[config.mk]
export PLATFORM = sky130hd
export DESIGN_NAME = rel_cmp_scheduler
export DESIGN_NICKNAME = d
export VERILOG_FILES = /design/src/rtl/rel_cmp_pkg.sv /design/src/rtl/rel_cmp_core.sv /design/src/rtl/rel_cmp_scheduler.sv
export SDC_FILE = /design/constraint.sdc
export NUM_CORES = 1
export LEC_CHECK = 0
export BUFFER_PORTS_ARGS = -buffer_cell sky130_fd_sc_hd__buf_2
export CAP_MARGIN = 20
export CORE_MARGIN = 1.5
export CORE_UTILIZATION = 40
export CTS_CLUSTER_SIZE = 24
export DETAILED_ROUTE_END_ITERATION = 8
export PLACE_DENSITY_LB_ADDON = 0.3
export SLEW_MARGIN = 10
export SYNTH_ARGS = -nofsm -noshare
export SYNTH_HDL_FRONTEND = slang
export SYNTH_SLANG_ARGS = --single-unit
[constraint.sdc]
create_clock -name clk -period 2.25 [get_ports clk]
set_clock_uncertainty 0.2 [all_clocks]
set_input_delay 0 -clock clk [delete_from_list [all_inputs] [get_ports clk]]
set_output_delay 0 -clock clk [all_outputs]
set_load 0.01 [all_outputs]
[src/rtl/rel_cmp_pkg.sv]
// Shared types for the relational compare scheduler.
// Opcode and FSM state enums plus opcode signedness helper.
package rel_cmp_pkg;

  typedef enum logic [2:0] {
    OP_EQ  = 3'd0,
    OP_NE  = 3'd1,
    OP_LT  = 3'd2,
    OP_GT  = 3'd3,
    OP_LE  = 3'd4,
    OP_GE  = 3'd5,
    OP_LTU = 3'd6,
    OP_GEU = 3'd7
  } cmp_op_e;

  typedef enum logic [1:0] {
    IDLE,
    EXEC,
    RESP
  } state_e;

  function automatic logic op_is_signed(cmp_op_e op);
    return !(op == OP_LTU || op == OP_GEU);
  endfunction

endpackage

[src/rtl/rel_cmp_core.sv]
// Combinational WIDTH-bit relational comparator.
// Direct compares only, so no overflow corner cases exist.
module rel_cmp_core
  import rel_cmp_pkg::*;
#(
  parameter int WIDTH = 32
) (
  input  logic [WIDTH-1:0] a,
  input  logic [WIDTH-1:0] b,
  input  cmp_op_e          op,
  output logic             result,
  output logic             z,
  output logic             n
);

  logic eq;
  logic slt;
  logic ult;

  assign eq  = (a == b);
  assign slt = ($signed(a) < $signed(b));
  assign ult = (a < b);
  assign z   = eq;
  assign n   = op_is_signed(op) ? slt : ult;

  always_comb begin
    result = 1'b0;
    case (op)
      OP_EQ:   result = eq;
      OP_NE:   result = !eq;
      OP_LT:   result = slt;
      OP_GT:   result = !slt && !eq;
      OP_LE:   result = slt || eq;
      OP_GE:   result = !slt;
      OP_LTU:  result = ult;
      OP_GEU:  result = !ult;
      default: result = 1'b0;
    endcase
  end

endmodule

[src/rtl/rel_cmp_scheduler.sv]
// Round-robin scheduler sharing one comparator among NUM_REQ requesters.
// Define REL_CMP_STATS_EN to build the saturating stat_count counter.
module rel_cmp_scheduler
  import rel_cmp_pkg::*;
#(
  parameter int NUM_REQ = 4,
  parameter int WIDTH   = 32,
  parameter int ID_W    = $clog2(NUM_REQ)
) (
  input  logic                     clk,
  input  logic                     rst_n,
  input  logic [NUM_REQ-1:0]       req_valid,
  output logic [NUM_REQ-1:0]       req_ready,
  input  logic [NUM_REQ*WIDTH-1:0] req_a,
  input  logic [NUM_REQ*WIDTH-1:0] req_b,
  input  logic [NUM_REQ*3-1:0]     req_op,
  output logic                     rsp_valid,
  input  logic                     rsp_ready,
  output logic [ID_W-1:0]          rsp_id,
  output logic                     rsp_result,
  output logic                     rsp_z,
  output logic                     rsp_n,
  output logic [31:0]              stat_count
);

  state_e            state;
  logic [ID_W-1:0]   rr_ptr;
  logic [ID_W-1:0]   grant;
  logic [ID_W-1:0]   nxt_ptr;
  logic              any;
  logic [WIDTH-1:0]  a_q;
  logic [WIDTH-1:0]  b_q;
  cmp_op_e           op_q;
  logic [ID_W-1:0]   id_q;
  logic              c_result;
  logic              c_z;
  logic              c_n;

  // first valid index at or after rr_ptr, wrapping
  always_comb begin
    int j;
    j     = 0;
    any   = 1'b0;
    grant = '0;
    for (int k = 0; k < NUM_REQ; k++) begin
      j = int'(rr_ptr) + k;
      if (j >= NUM_REQ) j = j - NUM_REQ;
      if (!any && req_valid[j]) begin
        any   = 1'b1;
        grant = ID_W'(j);
      end
    end
  end

  assign nxt_ptr = (grant == ID_W'(NUM_REQ - 1)) ? '0 : grant + 1'b1;

  always_comb begin
    req_ready = '0;
    if (rst_n && state == IDLE && any)
      req_ready[grant] = 1'b1;
  end

  rel_cmp_core #(.WIDTH(WIDTH)) u_core (
    .a      (a_q),
    .b      (b_q),
    .op     (op_q),
    .result (c_result),
    .z      (c_z),
    .n      (c_n)
  );

  always_ff @(posedge clk or negedge rst_n) begin
    if (!rst_n) begin
      state      <= IDLE;
      rr_ptr     <= '0;
      a_q        <= '0;
      b_q        <= '0;
      op_q       <= OP_EQ;
      id_q       <= '0;
      rsp_valid  <= 1'b0;
      rsp_id     <= '0;
      rsp_result <= 1'b0;
      rsp_z      <= 1'b0;
      rsp_n      <= 1'b0;
    end else begin
      unique case (state)
        IDLE: begin
          if (any) begin
            a_q    <= req_a[int'(grant)*WIDTH +: WIDTH];
            b_q    <= req_b[int'(grant)*WIDTH +: WIDTH];
            op_q   <= cmp_op_e'(req_op[int'(grant)*3 +: 3]);
            id_q   <= grant;
            rr_ptr <= nxt_ptr;
            state  <= EXEC;
          end
        end
        EXEC: begin
          rsp_result <= c_result;
          rsp_z      <= c_z;
          rsp_n      <= c_n;
          rsp_id     <= id_q;
          rsp_valid  <= 1'b1;
          state      <= RESP;
        end
        RESP: begin
          if (rsp_ready) begin
            rsp_valid <= 1'b0;
            state     <= IDLE;
          end
        end
        default: state <= IDLE;
      endcase
    end
  end

`ifdef REL_CMP_STATS_EN
  logic [31:0] cnt;

  always_ff @(posedge clk or negedge rst_n) begin
    if (!rst_n)
      cnt <= '0;
    else if (rsp_valid && rsp_ready && cnt != '1)
      cnt <= cnt + 32'd1;
  end

  assign stat_count = cnt;
`else
  assign stat_count = 32'h0;
`endif

endmodule

## Word level (Yosys, flattened, before mapping)

Index checks and enable logic that the tools add are counted.

- Output and inout port bits: 42
- Register bits after elaboration: 79
- Word-level logic and storage cells: 104

- Reductions and logical operators: 21
- $mul: 1
- Shifts and indexed selects: 3
- Equality and inequality tests: 13
- $lt $le $gt $ge: 12
- Muxes and demuxes: 35
- Add/subtract/negate cells: 8

Operator list:

| cell | number |
|---|---|
| $shiftx A128 B8 Y32 | 2 |
| $lt A32 B4 Y1 const B | 4 |
| $mux W32 | 4 |
| $lt A32 B32 Y1 | 2 |
| $eq A32 B32 Y1 | 1 |
| $mux W1 | 15 |
| $mux W2 | 7 |
| $eq A3 B3 Y1 const B | 4 |
| $shiftx A12 B5 Y3 | 1 |
| $sub A3 B3 Y4 const B | 3 |
| $ge A3 B3 Y1 const B | 3 |
| $bmux W1 S2 | 4 |
| $pmux W1 S8 | 1 |
| $logic_and A1 B1 Y1 | 7 |
| $add A2 B2 Y3 const B | 2 |
| $eq A3 B2 Y1 const B | 2 |
| $logic_not A1 Y1 | 6 |
| $pmux W2 S3 | 1 |
| $reduce_and A2 Y1 | 3 |
| $eq A2 B2 Y1 const B | 2 |
| $mul A2 B2 Y4 const B | 1 |
| $mux W4 | 1 |
| $ne A2 B2 Y1 const B | 2 |
| $sub A2 B3 Y4 const B | 1 |
| other kinds (13) | 14 |

## Longest topological paths before layout

- Depth in word-level cells: 20
- Mapped depth: 10
- Gate-level depth less buffers: 8

## Cells and area by module

From an unflattened synthesis, not the netlist that was laid out.

- Cell total of the unflattened synthesis: 686
- Area, all modules: 6342.3 µm²

By module, submodules not included:

| module | instances | cells an instance | seq. area each (µm²) | area each (µm²) |
|---|---|---|---|---|
| rel_cmp_scheduler | 1 | 551 | 1976.9 | 5332.6 |
| rel_cmp_core | 1 | 135 | 0.0 | 1009.7 |

## Worst setup path after synthesis

OpenSTA, ideal clock, no wires.

- Path kind: reg-to-reg
- Start point: register a_q[31]
- End point: register rsp_result
- Data arrival time: 1860 ps
- Data required time: 1902 ps
- Cell stages (with the launch flop): 8
- Period minus slack after synthesis: 2209 ps
- Slack: 41 ps
- Buffers on the path: 0
- Setup time: 148 ps
- Path through: dfrtp_1 -> ha_1 -> nand4_1 -> nor4_1 -> nand4b_1 -> and4b_1 -> a211oi_1 -> o311ai_0

- Word-level cells in the longest chain between the ends: 4
- Elaborated cells between the ends (all ways): 9
- Those cells by class: order compare: 2; eq/ne: 1; mux: 1; reduce/logical: 5

Ends and longest elaborated chain:

| item | line | source |
|---|---|---|
| from (decl) | rel_cmp_scheduler.sv:31 | `logic [WIDTH-1:0] a_q;` |
| from (signal assigned) | rel_cmp_scheduler.sv:89 | `a_q <= req_a[int'(grant)*WIDTH +: WIDTH];` |
| $lt A32 B32 Y1 or $eq A32 B32 Y1 (tied branches) | rel_cmp_core.sv:21, rel_cmp_core.sv:20 |  |
| $logic_not A1 Y1, on equally long branches | rel_cmp_core.sv:32, rel_cmp_core.sv:34, rel_cmp_core.sv:30 |  |
| $logic_and A1 B1 Y1 | rel_cmp_core.sv:32 | `OP_GT: result = !slt && !eq;` |
| $pmux W1 S8 (*) | rel_cmp_core.sv:28 | `case (op)` |
| to (signal assigned) | rel_cmp_scheduler.sv:98 | `rsp_result <= c_result;` |
| to (decl) | rel_cmp_scheduler.sv:20 | `output logic rsp_result,` |

Mark *: on every way between the ends. The rest lies on a longest branch, timed or not.
A chain may end at the register's enable or synchronous reset.

## Worst setup path after layout

- Start point: register a_q[5]
- End point: register rsp_result

The elaborated chain is that of the path after synthesis.

==> run summary <==
* **number of sinks handled by clock tree synthesis** 79
* **Final WS setup** -0.249 ns
* **Routed WL** 33100 um
* **worst vdd ir** 0.650 mV
* **clock root buffer master** clkbuf_16
* **antenna-violating nets left** 0
* **xor-xnor portion of the synthesized cell area** 0.00141
* **portion of total power attributed to sequential cells** 0.175
* **failing checks** setup timing
* **Endpoint, Worst Hold** a_q[13]$_DFFE_PN0P_
* **worst min-delay path category** input pin to flop
* **max-cap violation count** 0
* **outcome** finished with violations
* **async set or reset register ratio after synthesis** 1.00
* **sequential area share after synthesis** 0.317
* **fraction of layout cells with a size suffix above 1** 0.432
* **number of global-route vias before repair** 8130
* **library cell with the highest instance count after synthesis** nand2_1
* **area growth from synthesis to layout** 99.6%
* **post-synth design cell area** 0.00623 mm2
* **setup slack of the worst register-to-register path** -0.25 ns
* **Post-Synth Simple-Gate Area** 0.206
* **total overflow reported by the global router** 0
* **FF-to-FF End** rsp_result$_DFFE_PN0P_
* **post-route cell area** 0.0124 mm2
* **part of the cycle the worst path needs** 1.11
* **count of pins on the block boundary** 317
* **antenna violations before repair** 1
* **R2R depth** 9
* **DP Worst Slack** -0.264 ns
* **Final HPWL DP** 15000 um
* **post-synth top area cell** dfrtp_1
* **syn_area_per_cell** 8.14 um2
* **leading post-synthesis cells by cell area** dfrtp_1, nand2_1, a211oi_1
* **Compound-Gate Fraction of Synth Area** 0.289
* **startpoint of the most critical hold path** req_a[13]
* **top cells by count, synth** nand2_1, dfrtp_1, and3_1
* **Power Internal** 0.00843 W
* **reg-to-reg critical path startpoint** a_q[5]$_DFFE_PN0P_
* **detailed-route via count** 9003
* **required time worst endpoint** 2.26 ns
* **max-slew violation total from the final report** 0
* **Core Area** 0.0152 mm2
* **largest family of logic cells by synthesized area** compound AO/OA/AOI/OAI gates
* **post-route worst hold slack** 0.00731 ns
* **Gate power share** 0.714
* **number of distinct standard cells referenced by the synthesized netlist** 44
* **vias per inst** 5.94
* **Worst Tran Pin Value** 0.837 ns
* **net count reported at finish** 1632
* **Synth Area in Adders** 0.0723
* **Final min period** 2.50 ns
* **cell row count** 45
* **Post-synth EDFFs** 0
* **Post-DP Area** 0.00802 mm2
* **die footprint** 0.0163 mm2
* **# port buffers** 284
* **multiplexer share of the synthesized area** 0.00161
* **switching share of power** 0.433
* **share of the synthesized area in the top cell type** 0.317
* **Setup crit start kind** flop
* **WL/cell** 21.9 um
* **number of setup violations in the final report** 66
* **overall die width** 128 um
* **Slew HR** 0.440
* **switching power** 0.00644 W
* **maximum clock frequency** 0.400 GHz
* **largest net degree at the start of global routing** 64
* **clock network latency to the later pin of the worst-skew pair** 0.35 ns
* **cell depth of the worst hold path** 5
* **GP Congestion** 0.819
* **CTS clock-pin slew for the worst setup and hold paths** 0.06 ns
* **CTS max path bufs** 2
* **first-pass GRT wire length** 39200 um
* **number of buffers created by CTS** 9
* **number of warning messages in the yosys log** 0
* **router iterations before antenna repair** 5
* **critical-path maximum fanout** 2
* **most used flip-flop cell after synthesis** dfrtp_1
* **RSZ-0062 raised after global routing** true
* **Worst EP arrival** 2.51 ns
* **CTS H-tree lvls** 3
* **portion of total power attributed to the clock network** 0.111
* **power density cells** 1200 mW/mm2
* **Starting Density** 0.410
* **count of endpoints failing hold in the final timing report** 0
* **kind of end point of the critical path** flop
* **TritonCTS clock tree** built
* **startpoint-to-endpoint class of the critical path** flop to flop
* **Static Leak** 6.03 nW
* **Post-Synthesis Cells** 766
* **total of flip-flops plus latches after synthesis** 79
* **Die Ht** 128 um
* **Initial DRC Count** 866
* **global router's overall resource usage** 0.303
* **total DRC errors in the routed layout** 0
## placed cells by master (no fill, tap or decap), drive strengths merged, types with 28 or more instances in the layout
| master | instances |
|---|---|
| dlygate4sd3 | 195 |
| nand2 | 154 |
| and3 | 71 |
| dfrtp | 79 |
| a311o | 32 |
| ha | 36 |
| inv | 35 |
| conb | 32 |
| o21ai | 42 |
| clkbuf | 28 |
| buf | 401 |
| a311oi | 35 |
| a21o | 36 |
| a211oi | 69 |
## layer usage
metal / share of wire / global-route usage / vias to the layer above / wire, um
met4: 0.073 / 0.165 / 2 / 2420
met3: 0.087 / 0.0735 / 219 / 2900
met1: 0.36 / 0.352 / 4252 / 12100
li1: - / - / 3861 / -
met5: 0.00015 / 0 / - / 5
met2: 0.47 / 0.514 / 669 / 15700
## sequential cells by signal (all words and copies together), names as in the netlist
register    count
rsp_n           1
rsp_valid       1
rr_ptr          2
id_q            2
rsp_result      1
op_q            3
rsp_id          2
b_q            32
rsp_z           1
a_q            32
state           2
## area by class of cell
class / instances / area, um2
repair buffers: 612 / 5150
multi-input cells: 582 / 4590
fillers: 780 / 2760
flip-flops and latches: 79 / 1980
clock buffers: 12 / 267
well taps: 188 / 235
inverters: 37 / 156
clock inverters: 3 / 65.1
diodes: 2 / 5.00
## logic make-up after synthesis
family | Yosys count
XOR/XNOR | 1
adder cells (fa/ha/maj) | 36
other | 1
AO/OA/AOI/OAI | 242
AND/OR/NAND/NOR | 270
flip-flops | 79
multiplexers | 1
buffers and inverters | 136
## stage by stage
| stage | cells | TNS [ns] | power (W) | utilization |
|---|---|---|---|---|
| after floorplan | 797 | 0 | 0.00673 | - |
| after global placement | 1228 | -0.911 | 0.00875 | 0.527 |
| after detailed placement | 1228 | -1.79 | 0.00888 | 0.527 |
| after CTS | 1443 | -0.480 | 0.0115 | 0.697 |
| after global routing | 1514 | -10.86 | 0.0156 | 0.818 |
| final | 1515 | -6.36 | 0.0149 | 0.819 |
## repair_timing
item / 4_1_cts / 5_1_grt
gates cloned: 2 / 17
pin swaps: 21 / 78
gates resized for setup: 43 / 231
hold buffers: 185 / 10
buffers inserted: 13 / 50
hold endpoints to repair: 145 / 7
endpoints found under the setup margin: 44 / 68
## how the worst max path moves through the flow
stage | from | end | slack [ns] | depth (start not counted)
6_report | a_q[5]$_DFFE_PN0P_ | rsp_result$_DFFE_PN0P_ | -0.25 | 9
5_1_grt | a_q[5]$_DFFE_PN0P_ | rsp_result$_DFFE_PN0P_ | -0.35 | 9
4_1_cts | b_q[14]$_DFFE_PN0P_ | rsp_n$_DFFE_PN0P_ | -0.11 | 8
3_5_place_dp | b_q[15]$_DFFE_PN0P_ | rsp_result$_DFFE_PN0P_ | -0.26 | 9
3_3_place_gp | a_q[14]$_DFFE_PN0P_ | rsp_result$_DFFE_PN0P_ | -0.16 | 8
2_1_floorplan | a_q[31]$_DFFE_PN0P_ | rsp_result$_DFFE_PN0P_ | 0.04 | 7
## power by group through the flow
stage | Combinational [W] | Clock, W | Sequential, W
after floorplan | 0.00427 | 0 | 0.00246
after global placement | 0.00622 | 0 | 0.00253
after detailed placement | 0.00633 | 0 | 0.00254
after CTS | 0.00724 | 0.00167 | 0.00257
after global routing | 0.0112 | 0.00171 | 0.00267
final | 0.0106 | 0.00165 | 0.00261
## critical path, stage by stage, from the launching register on
cell and delay [ns]:
dfrtp_1 0.41, ha_4 0.28, buf_4 0.10, nand4_1 0.18, nor4_4 0.31, buf_4 0.16
nand4b_1 0.10, and4b_1 0.25, a211oi_2 0.23, o311ai_1 0.14
(Power assumes the default switching activity.)
